### src/rtl/sort_dma_pkg.sv
// Shared types and defaults for the sort DMA engine.
package sort_dma_pkg;

  localparam int DEPTH_DEF  = 32;
  localparam int IDX_W_DEF  = 5;
  localparam int LEN_W_DEF  = 6;
  localparam int XLEN_DEF   = 32;
  // A word index becomes a byte offset by shifting left this many bits.
  localparam int WORD_SHIFT = 2;

  typedef enum logic [2:0] {
    IDLE,
    LOAD_REQ,
    LOAD_WR,
    START,
    SORT_WAIT,
    STORE_RD,
    STORE_REQ,
    FINISH
  } state_t;

endpackage

### src/rtl/sort_dma_engine.sv
// Command-driven copy engine: data memory -> sorter memory, run the sorter,
// then sorter memory -> data memory at the same addresses.
module sort_dma_engine
  import sort_dma_pkg::*;
#(
  parameter int DEPTH   = DEPTH_DEF,
  parameter int IDX_W   = IDX_W_DEF,
  parameter int LEN_W   = LEN_W_DEF,
  parameter int XLEN    = XLEN_DEF,
  parameter int TIMEOUT = 4096
) (
  input  logic             clock,
  input  logic             reset,
  input  logic             cmd_valid,
  output logic             cmd_ready,
  input  logic [XLEN-1:0]  cmd_base,
  input  logic [LEN_W-1:0] cmd_len,
  output logic             dmem_req,
  output logic             dmem_we,
  output logic [XLEN-1:0]  dmem_addr,
  output logic [XLEN-1:0]  dmem_wdata,
  input  logic             dmem_gnt,
  input  logic [XLEN-1:0]  dmem_rdata,
  output logic             acc_we,
  output logic [IDX_W-1:0] acc_addr,
  output logic [XLEN-1:0]  acc_wdata,
  input  logic [XLEN-1:0]  acc_rdata,
  output logic             acc_start,
  output logic [LEN_W-1:0] acc_len,
  input  logic             acc_done,
  output logic             busy,
  output logic             done_pulse,
  output logic             err
);

  localparam int TMO_W = $clog2(TIMEOUT + 1);
  localparam logic [TMO_W-1:0] TMO_LAST = TMO_W'(TIMEOUT - 1);

  state_t           state, state_nx;
  logic [XLEN-1:0]  base_q;
  logic [LEN_W-1:0] len_q;
  // Index kept at LEN_W bits so a full-depth run never wraps early.
  logic [LEN_W-1:0] idx_q;
  logic             err_q;
  logic [TMO_W-1:0] tmo_q;
  // Store-back word captured from the sorter memory, with its valid flag.
  logic [XLEN-1:0]  hold_p1;
  logic             vld_p1;

  logic             bad_cmd;
  logic             last_word;
  logic             wait_first;
  logic [XLEN-1:0]  word_addr;
  logic [XLEN-1:0]  store_data;

  assign bad_cmd    = (cmd_len > LEN_W'(DEPTH)) || (|cmd_base[WORD_SHIFT-1:0]);
  assign last_word  = (idx_q == len_q - LEN_W'(1));
  assign wait_first = (tmo_q == '0);
  assign word_addr  = base_q + (XLEN'(idx_q) << WORD_SHIFT);
  // First STORE_REQ cycle forwards the RAM output; later stalled cycles use
  // the captured copy so the write data stays put while the RAM index moves.
  assign store_data = vld_p1 ? hold_p1 : acc_rdata;
  assign acc_len    = len_q;

  // State register; reset aborts any run immediately.
  always_ff @(posedge clock or negedge reset) begin
    if (!reset) state <= IDLE;
    else        state <= state_nx;
  end

  // Next-state and output decode.
  always_comb begin
    state_nx   = state;
    cmd_ready  = 1'b0;
    busy       = 1'b1;
    dmem_req   = 1'b0;
    dmem_we    = 1'b0;
    dmem_addr  = '0;
    dmem_wdata = '0;
    acc_we     = 1'b0;
    acc_addr   = '0;
    acc_wdata  = '0;
    acc_start  = 1'b0;
    done_pulse = 1'b0;
    err        = 1'b0;
    case (state)
      IDLE: begin
        cmd_ready = 1'b1;
        busy      = 1'b0;
        if (cmd_valid) begin
          if (bad_cmd || (cmd_len == '0)) state_nx = FINISH;
          else                            state_nx = LOAD_REQ;
        end
      end
      LOAD_REQ: begin
        dmem_req  = 1'b1;
        dmem_addr = word_addr;
        if (dmem_gnt) state_nx = LOAD_WR;
      end
      LOAD_WR: begin
        acc_we    = 1'b1;
        acc_addr  = idx_q[IDX_W-1:0];
        acc_wdata = dmem_rdata;
        state_nx  = last_word ? START : LOAD_REQ;
      end
      START: begin
        acc_start = 1'b1;
        state_nx  = SORT_WAIT;
      end
      SORT_WAIT: begin
        // The first wait cycle may still see done from the previous run.
        if (!wait_first && acc_done) state_nx = STORE_RD;
        else if (tmo_q == TMO_LAST)  state_nx = FINISH;
      end
      STORE_RD: begin
        acc_addr = idx_q[IDX_W-1:0];
        state_nx = STORE_REQ;
      end
      STORE_REQ: begin
        dmem_req   = 1'b1;
        dmem_we    = 1'b1;
        dmem_addr  = word_addr;
        dmem_wdata = store_data;
        if (dmem_gnt) state_nx = last_word ? FINISH : STORE_RD;
      end
      FINISH: begin
        done_pulse = 1'b1;
        err        = err_q;
        state_nx   = IDLE;
      end
      default: state_nx = IDLE;
    endcase
  end

  // Command latch, word index, timeout counter, error flag and store hold.
  always_ff @(posedge clock or negedge reset) begin
    if (!reset) begin
      base_q  <= '0;
      len_q   <= '0;
      idx_q   <= '0;
      err_q   <= 1'b0;
      tmo_q   <= '0;
      hold_p1 <= '0;
      vld_p1  <= 1'b0;
    end else begin
      case (state)
        IDLE: begin
          if (cmd_valid) begin
            base_q <= cmd_base;
            len_q  <= cmd_len;
            idx_q  <= '0;
            err_q  <= bad_cmd;
          end
        end
        LOAD_WR: begin
          idx_q <= last_word ? '0 : idx_q + LEN_W'(1);
        end
        START: begin
          tmo_q <= '0;
        end
        SORT_WAIT: begin
          tmo_q <= tmo_q + TMO_W'(1);
          if (state_nx == FINISH) err_q <= 1'b1;
        end
        STORE_RD: begin
          vld_p1 <= 1'b0;
        end
        STORE_REQ: begin
          if (!vld_p1) begin
            hold_p1 <= acc_rdata;
            vld_p1  <= 1'b1;
          end
          if (dmem_gnt && !last_word) idx_q <= idx_q + LEN_W'(1);
        end
        FINISH: begin
          err_q <= 1'b0;
        end
        default: ;
      endcase
    end
  end

endmodule

### config.mk
export PLATFORM = sky130hd
export DESIGN_NAME = sort_dma_engine
export DESIGN_NICKNAME = d
export VERILOG_FILES = /design/src/rtl/sort_dma_pkg.sv /design/src/rtl/sort_dma_engine.sv
export SDC_FILE = /design/constraint.sdc
export NUM_CORES = 1
export LEC_CHECK = 0
export ABC_AREA = 1
export CAP_MARGIN = 20
export CORE_MARGIN = 4
export CORE_UTILIZATION = 49
export DETAILED_ROUTE_END_ITERATION = 6
export GPL_ROUTABILITY_DRIVEN = 0
export PLACE_DENSITY = 0.87
export SYNTH_ARGS = -nofsm -noshare
export SYNTH_HDL_FRONTEND = slang
export SYNTH_SLANG_ARGS = --single-unit
### constraint.sdc
create_clock -name clock -period 5.65 [get_ports clock]
set_input_delay 0.8475 -clock clock [delete_from_list [all_inputs] [get_ports clock]]
set_output_delay 0.8475 -clock clock [all_outputs]
set_load 0.02 [all_outputs]
==> results.json <==
{
  "status": "completed",
  "cts_made_buffers": 9,
  "fmax_ghz": 0.2531,
  "dr_total_vias": 6282,
  "synth_top_area_share_pct": 39.19,
  "max_slew_margin_pct": 32.15,
  "fin_nets": 1170,
  "grt_usage_pct": 25.48,
  "power_mw": 4.042,
  "grt_start_max_net_pins": 75,
  "cp_common_cell": "inv_2",
  "fp.dieH_microns": 118.7,
  "grt-ovfl-total": 0,
  "grt_pass1_wl_microns": 29590,
  "critPathRequiredTime_ns": 4.80,
  "drv_cap": 0,
  "viasPerCell": 5.218,
  "fin_cells": 1204,
  "ys_seq_elements": 94,
  "rows": 40,
  "fin_crit_ns": 3.951,
  "ys_async_sr_fraction_pct": 100.0,
  "wl_per_cell_microns": 15.19,
  "finalSetupViolCount": 0,
  "synth_cells": 845,
  "tns_ns": 0,
  "first_pass_iters": 7,
  "vdd_drop_max_uv": 293.6,
  "layout-area-overhead-vs-synth_pct": 43.21,
  "synth_edf_count": 0,
  "synth_top_area_cell": "dfrtp_1",
  "pin_count": 222,
  "pwr_density_cell_nw_per_um2": 470.2,
  "drv_slew": 0,
  "rsz0062_at_grt": "false",
  "tritoncts": "yes",
  "slowest_stage": "clkdlybuf4s50_1",
  "r2r-start": "state[1]",
  "cts_max_level": 3,
  "cts_resized": 0,
  "synthMostInstantiatedCell": "nand2_1",
  "cts_setup_buffers": 0,
  "drive_above_1_share_pct": 6.244,
  "insertion_delay_ns": 0.34,
  "ys_seq_area_share_pct": 39.19,
  "io_buffers": 221,
  "end_kind": "output pin",
  "synthTopCellsByCount": "nand2_1, nor2_1, inv_1",
  "start_util_pct": 49.97,
  "antenna_found_initial": 0,
  "synth_ff_type": "dfrtp_1",
  "start_kind": "flop",
  "path_clk_slew_ns": 0.07,
  "grt_pass1_vias": 5977,
  "synth_cell_type_count": 40,
  "syn_nets": 963,
  "slowest_delay_ns": 0.65,
  "crit_arrival_ns": 3.10,
  "worstPathCellList": "inv_2, nor2_4, inv_2, nor2_4, inv_2, nand2_1, inv_1, a211oi_1, clkdlybuf4s50_1",
  "syn_avg_cell_area_sq_um": 7.103,
  "core_area_sq_um": 12010,
  "cts-root-buf": "clkbuf_16",
  "ys_warn_count": 0,
  "first_iter_violations": 476,
  "fin_worst_skew_ns": 0.006768,
  "dp_slack_ns": 2.173,
  "critical_path_class": "flop to output pin",
  "critPathBufInv": 5,
  "path_max_fanout": 22,
  "n_antenna_cell": 0,
  "drt_wl_total_microns": 18290,
  "ant_nets": 0,
  "die-area_sq_um": 14080,
  "syn_area_sq_um": 6002,
  "synthTopCellsByArea": "dfrtp_1, nand2_1, nor2_1",
  "leakage_nw": 4.069,
  "r2r_slack_ns": 3.31,
  "finalCritPeriodShare_pct": 69.92,
  "cpLargestDelayFamily": "buffers and inverters",
  "holdBufCountCts": 0,
  "cp-startpoint": "state[1]",
  "fin_ws_ns": 1.699,
  "clockBufferDepth": 2,
  "dp_hpwl_microns": 13560,
  "hold_viol_final": 0,
  "chipWidth_microns": 118.7,
  "drcViolationCount": 0,
  "dp.cells": 1188,
  "cts_sinks": 94,
  "tightestPinTransition_ns": 1.017,
  "hold_class": "primary input to async pin"
}
## path summary, 6_finish.rpt
kind	end	cells past startpoint
setup reg to reg	err_q	11
setup / recovery	dmem_addr[10]	9
max in group asynchronous	tmo_q[3]	2
min in group clock	hold_p1[29]	1
hold / removal	hold_p1[0]	1
hold reg to reg	hold_p1[29]	1
## per-layer routing
layer | up-vias | global-route usage (%) | part of all wire (%)
met2 | 288 | 41.99 | 47
met3 | 38 | 5.646 | 8.0
met5 | - | 0 | 0
met1 | 2861 | 34.13 | 43
li1 | 3095 | - | -
met4 | 0 | 6.445 | 2.0
## metrics by stage
step | hold WS, ns | util (%) | area (sq um)
6_report | 0.3930 | 71.56 | 8596
5_1_grt | 0.3987 | 71.56 | 8596
4_1_cts | 0.3906 | 71.56 | 8596
3_5_place_dp | 0.4656 | 68.99 | 8287
3_3_place_gp | 0.4578 | 68.99 | 8287
2_1_floorplan | 0.4496 | - | 6002
## cell usage in the layout (no fill, tap or decap), types with 2 or more instances in the layout
cell type,instances
nand2_2,4
clkdlybuf4s50_1,220
nor3_4,2
dfrtp_1,94
nand2_4,2
nor2_1,116
nand3_2,2
nand4_1,11
clkinv_2,3
nand3_1,30
clkbuf_8,2
nor3_1,21
buf_4,4
o22ai_1,5
nand2_1,234
a31oi_1,5
mux2i_1,2
xnor2_1,3
inv_1,107
a21o_1,32
a21oi_1,34
o21ai_2,2
ha_1,10
inv_2,6
clkbuf_16,9
nor4_1,5
nor2_4,7
a21oi_2,17
xor2_1,16
o32ai_1,2
o21ai_0,37
## kinds of logic (layout without fill, tap and decap cells)
group	Yosys count	in the layout	synth area share, %
and+or+nand+nor	437	437	31.27
muxes	2	2	0.3336
buffers and inverters	143	355	9.402
adders and majority gates	11	11	2.418
xor gates and xnor gates	19	19	2.773
AOI/OAI and AO/OA	139	139	14.61
DFF	94	94	39.19
## cell type report
| type | count | area, sq um |
|---|---|---|
| fillers | 927 | 3416 |
| multi-input cells | 608 | 3085 |
| flip-flops and latches | 94 | 2352 |
| repair buffers | 224 | 2232 |
| inverters | 115 | 432.9 |
| clock buffers | 11 | 252.7 |
| well taps | 147 | 183.9 |
| clock inverters | 5 | 56.30 |
## flip-flops by register name, indices dropped and copies added, names as in the netlist
name,cells
acc_len,6
base_q,32
err_q,1
hold_p1,32
idx_q,6
state,3
tmo_q,13
vld_p1,1
## report_power, final
| part | internal (mW) | switching, mW | total, mW |
|---|---|---|---|
| clock network | 0.368 | 0.263 | 0.631 |
| logic | 0.867 | 1.34 | 2.21 |
| registers | 0.949 | 0.255 | 1.20 |
No activity file was read; power rests on OpenSTA's default activity.
